===== config.mk =====
export PLATFORM = sky130hd
export DESIGN_NAME = sdram_port_arbiter
export DESIGN_NICKNAME = d
export VERILOG_FILES = /design/src/rtl/sdram_port_arbiter.sv
export SDC_FILE = /design/constraint.sdc
export NUM_CORES = 1
export LEC_CHECK = 0
export BUFFER_PORTS_ARGS = -buffer_cell sky130_fd_sc_hd__buf_2
export CAP_MARGIN = 20
export CORE_MARGIN = 8
export CORE_UTILIZATION = 50
export CTS_CLUSTER_DIAMETER = 100
export DETAILED_ROUTE_END_ITERATION = 8
export GPL_ROUTABILITY_DRIVEN = 0
export PLACE_DENSITY = 0.87
export REMOVE_ABC_BUFFERS = 1
export SLEW_MARGIN = 20
export SYNTH_ARGS = -nofsm -noshare
export SYNTH_HDL_FRONTEND = slang
export SYNTH_SLANG_ARGS = --single-unit

===== constraint.sdc =====
create_clock -name clk -period 7.5 [get_ports clk]
set_clock_uncertainty 0.15 [all_clocks]
set_input_delay 1.5 -clock clk [delete_from_list [all_inputs] [get_ports clk]]
set_output_delay 1.5 -clock clk [all_outputs]
set_load 0.02 [all_outputs]

===== src/rtl/sdram_port_arbiter.sv =====
// Arbitrates a byte-write loader and a level-request tape reader onto one SDRAM controller port.
// Optional last-read cache enabled by defining SDRAM_PORT_ARBITER_RDCACHE_EN.
//
// state | meaning
// IDLE  | pick work: buffered write first, then a read request
// WRITE | write issued, waiting for mem_ready or timeout
// READ  | read issued, waiting for mem_ready or timeout
// ACK   | rd_ack pulse, then back to IDLE
module sdram_port_arbiter #(
   parameter int AW      = 25,
   parameter int TIMEOUT = 1023
) (
   input  logic          clk,
   input  logic          reset_n,
   input  logic          wr_req,
   input  logic [AW-1:0] wr_addr,
   input  logic [7:0]    wr_data,
   output logic          wr_busy,
   input  logic          rd_req,
   input  logic [AW-1:0] rd_addr,
   output logic [7:0]    rd_data,
   output logic          rd_ack,
   output logic [AW-1:0] mem_addr,
   output logic [7:0]    mem_din,
   output logic          mem_we,
   output logic          mem_rd,
   input  logic [7:0]    mem_dout,
   input  logic          mem_ready,
   output logic          err
);

   localparam int TW = (TIMEOUT < 2) ? 1 : $clog2(TIMEOUT);
   localparam logic [TW-1:0] TMR_LOAD = TW'(TIMEOUT - 1);

   typedef enum logic [1:0] {IDLE, WRITE, READ, ACK} state_t;

   state_t          state_q, state_d;
   logic            buf_full_q, buf_full_d;
   logic [AW-1:0]   buf_addr_q, buf_addr_d;
   logic [7:0]      buf_data_q, buf_data_d;
   logic [AW-1:0]   mem_addr_q, mem_addr_d;
   logic [7:0]      mem_din_q, mem_din_d;
   logic            mem_we_q, mem_we_d;
   logic            mem_rd_q, mem_rd_d;
   logic [7:0]      rd_data_q, rd_data_d;
   logic            rd_ack_q, rd_ack_d;
   logic            err_q, err_d;
   logic [TW-1:0]   tmr_q, tmr_d;
   logic            drain;
   logic            cache_hit;
   logic [7:0]      cache_data;

`ifdef SDRAM_PORT_ARBITER_RDCACHE_EN
   logic            cache_vld_q, cache_vld_d;
   logic [AW-1:0]   cache_addr_q, cache_addr_d;
   logic [7:0]      cache_data_q, cache_data_d;

   assign cache_hit  = cache_vld_q && (cache_addr_q == rd_addr);
   assign cache_data = cache_data_q;

   // A write issue to the cached address kills the entry, even if the fill raced with it.
   always_comb begin
      cache_vld_d  = cache_vld_q;
      cache_addr_d = cache_addr_q;
      cache_data_d = cache_data_q;
      if (state_q == READ && mem_ready) begin
         cache_vld_d  = 1'b1;
         cache_addr_d = mem_addr_q;
         cache_data_d = mem_dout;
      end
      if (state_q == IDLE && buf_full_q && buf_addr_q == cache_addr_q)
         cache_vld_d = 1'b0;
   end

   always_ff @(posedge clk or negedge reset_n) begin
      if (!reset_n) begin
         cache_vld_q  <= 1'b0;
         cache_addr_q <= '0;
         cache_data_q <= '0;
      end else begin
         cache_vld_q  <= cache_vld_d;
         cache_addr_q <= cache_addr_d;
         cache_data_q <= cache_data_d;
      end
   end
`else
   assign cache_hit  = 1'b0;
   assign cache_data = 8'h00;
`endif

   always_comb begin
      state_d    = state_q;
      buf_full_d = buf_full_q;
      buf_addr_d = buf_addr_q;
      buf_data_d = buf_data_q;
      mem_addr_d = mem_addr_q;
      mem_din_d  = mem_din_q;
      mem_we_d   = 1'b0;
      mem_rd_d   = 1'b0;
      rd_data_d  = rd_data_q;
      rd_ack_d   = 1'b0;
      err_d      = err_q;
      tmr_d      = tmr_q;
      drain      = 1'b0;

      case (state_q)
         IDLE: begin
            if (buf_full_q) begin
               drain      = 1'b1;
               state_d    = WRITE;
               mem_we_d   = 1'b1;
               mem_addr_d = buf_addr_q;
               mem_din_d  = buf_data_q;
               buf_full_d = 1'b0;
               tmr_d      = TMR_LOAD;
            end else if (rd_req && !wr_req) begin
               // A write strobe this cycle lands in the buffer and must win next cycle.
               if (cache_hit) begin
                  state_d   = ACK;
                  rd_ack_d  = 1'b1;
                  rd_data_d = cache_data;
               end else begin
                  state_d    = READ;
                  mem_rd_d   = 1'b1;
                  mem_addr_d = rd_addr;
                  tmr_d      = TMR_LOAD;
               end
            end
         end
         WRITE: begin
            if (mem_ready) begin
               state_d = IDLE;
            end else if (tmr_q == '0) begin
               state_d = IDLE;
               err_d   = 1'b1;
            end else begin
               tmr_d = tmr_q - 1'b1;
            end
         end
         READ: begin
            if (mem_ready) begin
               state_d   = ACK;
               rd_ack_d  = 1'b1;
               rd_data_d = mem_dout;
            end else if (tmr_q == '0) begin
               state_d = IDLE;
               err_d   = 1'b1;
            end else begin
               tmr_d = tmr_q - 1'b1;
            end
         end
         ACK: state_d = IDLE;
         default: state_d = IDLE;
      endcase

      if (wr_req) begin
         if (!buf_full_q || drain) begin
            buf_full_d = 1'b1;
            buf_addr_d = wr_addr;
            buf_data_d = wr_data;
         end else begin
            err_d = 1'b1;
         end
      end
   end

   always_ff @(posedge clk or negedge reset_n) begin
      if (!reset_n) begin
         state_q    <= IDLE;
         buf_full_q <= 1'b0;
         buf_addr_q <= '0;
         buf_data_q <= '0;
         mem_addr_q <= '0;
         mem_din_q  <= '0;
         mem_we_q   <= 1'b0;
         mem_rd_q   <= 1'b0;
         rd_data_q  <= '0;
         rd_ack_q   <= 1'b0;
         err_q      <= 1'b0;
         tmr_q      <= '0;
      end else begin
         state_q    <= state_d;
         buf_full_q <= buf_full_d;
         buf_addr_q <= buf_addr_d;
         buf_data_q <= buf_data_d;
         mem_addr_q <= mem_addr_d;
         mem_din_q  <= mem_din_d;
         mem_we_q   <= mem_we_d;
         mem_rd_q   <= mem_rd_d;
         rd_data_q  <= rd_data_d;
         rd_ack_q   <= rd_ack_d;
         err_q      <= err_d;
         tmr_q      <= tmr_d;
      end
   end

   assign wr_busy  = buf_full_q;
   assign mem_addr = mem_addr_q;
   assign mem_din  = mem_din_q;
   assign mem_we   = mem_we_q;
   assign mem_rd   = mem_rd_q;
   assign rd_data  = rd_data_q;
   assign rd_ack   = rd_ack_q;
   assign err      = err_q;

endmodule


==> flow_summary.json, run 1 <==
{
  "grt_pass1_wl_mm": 14.7,
  "p_per_area_nw_per_um2": 411,
  "h-tree-depth": 3,
  "synth_edf_count": 0,
  "synthTopCellsByArea": "dfrtp_1 (59%), mux2_2 (14%), mux2i_1 (7.2%)",
  "setup_viol": 0,
  "vias": 2784,
  "cts_buffers": 9,
  "ys_seq_elements": 91,
  "multi_input_area_um2": 1530,
  "hp-class": "reg -> reg",
  "grt_setup_unrepaired": "no",
  "crit_path_max_fanout": 32,
  "synth.cell_area_um2": 3870,
  "initial_core_util_pct": 50.9,
  "synth_top_area_share_pct": 58.8,
  "fin_setup_tns_ps": 0,
  "final-hold-violation-count": 0,
  "cp_cell_sequence": "buf_2",
  "fin_crit_ps": 3310,
  "worst_pin_slew_ps": 935,
  "cts-resized-gates": 0,
  "ant_nets": 0,
  "grtUsageTotal_pct": 16.3,
  "synth_area_leader_cell": "dfrtp_1",
  "root_buffer": "clkbuf_8",
  "p_leak_uw": 0.00232,
  "path_delay_family": "flip-flops",
  "yosysMostFrequentCell": "dfrtp_1",
  "drt_iter0_drc": 102,
  "dpl.hpwl_mm": 6.38,
  "post-cts-setup-buffers": 0,
  "fin_ws_ps": 4190,
  "die_area_um2": 10800,
  "area_growth_pct": 22.9,
  "rows": 32,
  "antenna_cells": 0,
  "routed_wl_mm": 8.77,
  "grt_start_max_net_pins": 52,
  "die_w_um": 104,
  "yosysWarningCount": 0,
  "fin_crit_sh_pct": 44.1,
  "insertion_delay_ps": 340,
  "die_y_um": 104,
  "status": "completed",
  "post-route-util_pct": 62.6,
  "slew_headroom_pct": 37.7,
  "whs_ps": 323,
  "dr.pass1.iters": 4,
  "syn_avg_cell_area_um2": 12.6,
  "cts_buffer_depth": 2,
  "cpMaxStageDelayCell": "dfrtp_2",
  "core_area_um2": 7610,
  "required_ps": 5850,
  "regArea_um2": 2280,
  "grt_antenna_before_repair": 0,
  "crit_type": "reg -> out",
  "clk_pin_slew_ps": 90,
  "start_kind": "flop",
  "gr-total-overflow": 0,
  "yosysSeqAreaShare_pct": 58.8,
  "drive_above_1_share_pct": 43.7,
  "pre_cts_slack_ps": 4210,
  "syn_inst": 307,
  "wl_per_cell_um": 16.6,
  "postCtsHoldBufs": 0,
  "port_buffers": 116,
  "max_freq_ghz": 0.302,
  "cpPeakStageDelay_ps": 970,
  "critPathBufInv": 1,
  "reg2reg_slack_ps": 4710,
  "pin_count": 117,
  "synthFlopType": "dfrtp_1",
  "clkSinkCount": 91,
  "drc": 0,
  "synth_common_cells": "dfrtp_1 (91), mux2_2 (49), o21ai_0 (30), nand2_1 (29), mux2i_1 (28)",
  "power.total_uw": 1960,
  "cts_tree": "built",
  "fin_nets": 499,
  "ir_drop_mv": 0.215,
  "synthArstFlopShare_pct": 100,
  "fill_cells": 644,
  "worstPathArrival_ps": 1660,
  "ys_types": 39,
  "end_kind": "primary output",
  "via_per_inst": 5.25,
  "slew_viol_final": 0,
  "maxCapViolations": 0,
  "first_global_vias": 3068
}
[flip-flops by register name (all words and copies together) (netlist names)]
signal and flops:
buf_data_q 8, mem_addr 25, state_q 2, wr_busy 1
err 1, buf_addr_q 25, mem_we 1, rd_ack 1
tmr_q 10, rd_data 8, mem_din 8, mem_rd 1
[final cells by class]
class                           count  area share, %
Clock buffer                       10           2.68
Clock inverter                      5          0.815
Inverter                            8          0.631
Multi-Input combinational cell    195           32.2
Sequential cell                    91           47.9
Tap cell                          102           2.68
Timing Repair Buffer              119           13.1
[power breakdown]
group	switching, uW	internal [uW]	leakage, uW
clock network	168	120	0.0000710
registers	141	712	0.00107
logic	450	366	0.00118
total	759	1200	0.00232
[final timing paths]
check,start,end,cells after the start
worst max-delay path,wr_busy,wr_busy,1
worst min-delay path,mem_addr[4],mem_addr[4],2
worst max register to register,state_q[0],tmr_q[2],6
worst min register to register,mem_addr[4],mem_addr[4],2
max in group asynchronous,reset_n,buf_addr_q[6],2
min in group asynchronous,reset_n,tmr_q[9],1
[placed cells by master (no fill, tap or decap), types with 2 or more instances in the layout]
cell / n
buf_2: 115
dfrtp_1: 90
mux2_2: 49
o21ai_0: 30
nand2_1: 29
mux2i_1: 28
nor2b_1: 9
clkbuf_8: 9
inv_1: 8
nor2_1: 6
nand2b_1: 4
ha_1: 4
clkinvlp_4: 4
and4_1: 3
nor4_1: 3
nor3_1: 3
buf_4: 3
or4_1: 2
a31oi_1: 2
a211o_1: 2
a21oi_1: 2
[per-stage QoR]
| stage | cells | cell area, um2 |
|---|---|---|
| finish | 530 | 4760 |
| global route | 530 | 4760 |
| CTS | 529 | 4730 |
| detailed placement | 514 | 4560 |
| global placement | 514 | 4560 |
| floorplan | 294 | 3820 |
[cell families after synthesis]
| kind of cell | count (synthesis) | share of synthesized area, % |
|---|---|---|
| mux | 77 | 21.5 |
| flops | 91 | 58.8 |
| fa+ha+maj | 4 | 1.29 |
| compound gates | 46 | 7.01 |
| buf+inv | 21 | 2.10 |
| simple gates | 68 | 9.36 |
[layer usage]
metal  GRT usage [%]  share of wire, %  vias up
li1                -                 -     1325
met1            19.6                43     1362
met2            27.6                50       91
met3            5.76               6.0        6
met4            3.21              0.63        0
met5               0                 0        -
Power figures use the tool's default switching activity.
==> run 2, diff against run 1 <==
--- a/config.mk
+++ b/config.mk
@@ -5,14 +5,15 @@
 export SDC_FILE = /design/constraint.sdc
 export NUM_CORES = 1
 export LEC_CHECK = 0
+export ABC_AREA = 1
 export BUFFER_PORTS_ARGS = -buffer_cell sky130_fd_sc_hd__buf_2
 export CAP_MARGIN = 20
 export CORE_MARGIN = 8
-export CORE_UTILIZATION = 50
+export CORE_UTILIZATION = 47
 export CTS_CLUSTER_DIAMETER = 100
 export DETAILED_ROUTE_END_ITERATION = 8
 export GPL_ROUTABILITY_DRIVEN = 0
-export PLACE_DENSITY = 0.87
+export PLACE_DENSITY = 0.85
 export REMOVE_ABC_BUFFERS = 1
 export SLEW_MARGIN = 20
 export SYNTH_ARGS = -nofsm -noshare
==> constraint.sdc (replaced) <==
create_clock -name clk -period 2.9 [get_ports clk]
set_clock_uncertainty 0.15 [all_clocks]
set_input_delay 0.58 -clock clk [delete_from_list [all_inputs] [get_ports clk]]
set_output_delay 0.58 -clock clk [all_outputs]
set_load 0.02 [all_outputs]
==> run 2 against run 1 <==
Net effect: final area up 4.2%; utilization down 5.1 points; first-iteration DRC count up 75%; cell count up 21%; sequential power rose to 2.6 times the previous value; critical path type is now reg -> reg.
==> flow_summary.json, run 2 <==
{
  "status": "completed",
  "drive_above_1_share_pct": 35.2,
  "via_per_inst": 4.91,
  "worst_pin_slew_ps": 633,
  "initial_core_util_pct": 47.8,
  "first_global_vias": 3354,
  "reg2reg_slack_ps": 720,
  "synth.cell_area_um2": 4120,
  "layout_commonest_cell": "nand2_1",
  "routed_wl_mm": 9.26,
  "fill_cells": 732,
  "cpMaxStageDelayCell": "nand2_4",
  "ant_nets": 0,
  "fin_crit_ps": 2180,
  "cts_buffer_depth": 2,
  "fin_nets": 602,
  "rows": 34,
  "ir_drop_mv": 0.577,
  "ys_types": 28,
  "r2r_start": "state_q[1]",
  "maxCapViolations": 0,
  "yosysSeqAreaShare_pct": 55.2,
  "max_freq_ghz": 0.459,
  "syn_inst": 413,
  "cts-resized-gates": 0,
  "hp-class": "in -> async",
  "die_area_um2": 12000,
  "drc": 0,
  "grt_use_met2_pct": 26.9,
  "clkSinkCount": 91,
  "worstPathArrival_ps": 2280,
  "ys_seq_elements": 91,
  "clk_pin_slew_ps": 100,
  "setup_viol": 0,
  "whs_ps": 51.6,
  "grt_use_met1_pct": 18.9,
  "cpPeakStageDelay_ps": 470,
  "slew_headroom_pct": 57.8,
  "pre_cts_slack_ps": 735,
  "p_leak_uw": 0.00259,
  "postCtsHoldBufs": 0,
  "cts_tree": "built",
  "cts_buffers": 9,
  "port_buffers": 116,
  "yosysWarningCount": 0,
  "die_w_um": 110,
  "required_ps": 3000,
  "dpl.hpwl_mm": 6.80,
  "slew_viol_final": 0,
  "syn_avg_cell_area_um2": 9.99,
  "area_growth_pct": 20.3,
  "vias": 3145,
  "grt_pass1_wl_mm": 15.4,
  "pin_count": 117,
  "drt_iter0_drc": 179,
  "synth_top_area_share_pct": 55.2,
  "crit_path_max_fanout": 33,
  "fin_ws_ps": 723,
  "insertion_delay_ps": 360,
  "synth_common_cells": "nand2_1 (148), dfrtp_1 (91), nor2_1 (39), mux2_4 (30), a31oi_1 (26)",
  "top_usage_layer": "met2",
  "grt_antenna_before_repair": 0,
  "start_kind": "flop",
  "use_met3_pct": 4.51,
  "crit_type": "reg -> reg",
  "final_cell_mix": "nand2_1 (148), buf_2 (115), dfrtp_1 (91)",
  "wl_per_cell_um": 14.5,
  "synthFlopType": "dfrtp_1",
  "grt_setup_unrepaired": "no",
  "grtUsageTotal_pct": 16.2,
  "synthTopCellsByArea": "dfrtp_1 (55%), nand2_1 (13%), mux2_4 (11%)",
  "dp_cells": 624,
  "synthArstFlopShare_pct": 100,
  "yosysMostFrequentCell": "nand2_1",
  "end_kind": "flop",
  "core_area_um2": 8640,
  "dr.pass1.iters": 4,
  "synth_area_leader_cell": "dfrtp_1",
  "cp_cell_sequence": "inv_1, ha_1, nor2_4, inv_2, nand2_4, mux2_2",
  "fin_setup_tns_ps": 0,
  "synth_edf_count": 0,
  "fin_crit_sh_pct": 75.1,
  "final-hold-violation-count": 0,
  "worstReg2RegEnd": "buf_addr_q[24]",
  "h-tree-depth": 3,
  "die_y_um": 110,
  "post-cts-setup-buffers": 0,
  "gr-total-overflow": 0,
  "finalNonFillerCells": 640,
  "r2r_cells": 6,
  "antenna_cells": 0,
  "grt_start_max_net_pins": 51,
  "p_per_area_nw_per_um2": 1170,
  "root_buffer": "clkbuf_8"
}
==> run 2: cell count changes in the layout (fill, tap and decap cells not counted), sizes merged, moves of 16 or more <==
cell | previous run | this run
a31oi | 2 | 26
mux2 | 49 | 33
mux2i | 28 | 0
nand2 | 29 | 153
nor2 | 6 | 43
o21ai | 31 | 6
==> run 2: layout make-up <==
class | count | area, um2 | share of cell area (%)
clock buffer | 9 | 124 | 2.50
timing repair buffer | 119 | 618 | 12.5
inverter | 19 | 78.8 | 1.59
sequential | 91 | 2280 | 45.9
tap | 108 | 135 | 2.72
multi-input combinational | 287 | 1640 | 33.1
clock inverter | 7 | 85.1 | 1.72
==> run 2: critical path, delay by kind of cell (launching register included) <==
kind,cells,cell delay (ps)
simple gates,2,640
fa+ha+maj,1,300
buf+inv,2,140
mux,1,410
flops,1,420
==> run 2: worst max-delay path by stage <==
stage,from,endpoint,slack (ps),cells past startpoint
finish,state_q[1],buf_addr_q[24],720,6
global placement,state_q[1],buf_addr_q[24],850,6
global route,state_q[1],mem_addr[18],550,7
CTS,state_q[1],buf_addr_q[24],730,6
floorplan,wr_busy,buf_addr_q[24],640,5
detailed placement,state_q[1],buf_addr_q[24],730,6
==> run 2: metrics by stage <==
step | util (%) | power, uW | area, um2
final | 57.4 | 5810 | 4960
after global routing | 57.4 | 6270 | 4960
after CTS | 57.4 | 5870 | 4960
after detailed placement | 55.0 | 4980 | 4750
after global placement | 55.0 | 4830 | 4750
after floorplan | - | 4140 | 4000
==> run 2: kinds of logic (layout without fill, tap and decap cells) <==
group,count (synthesis),count (layout),share of synthesized area (%)
AOI/OAI and AO/OA,36,36,5.55
adders and majority gates,4,4,1.21
buffers and inverters,35,154,4.98
DFF,91,91,55.2
muxes,33,33,11.7
and+or+nand+nor,214,214,21.3
==> run 2: where the power goes <==
group	switching, uW	internal [uW]
logic	1600	1060
registers	372	1890
clock network	473	413
total	2440	3360
==> run 2: routing by layer <==
layer	part of all wire (%)	wire, um	vias to the layer above
met5	0	0	-
met4	1.8	163	0
met3	6.9	643	9
met2	49	4510	89
met1	43	3940	1481
li1	-	-	1566
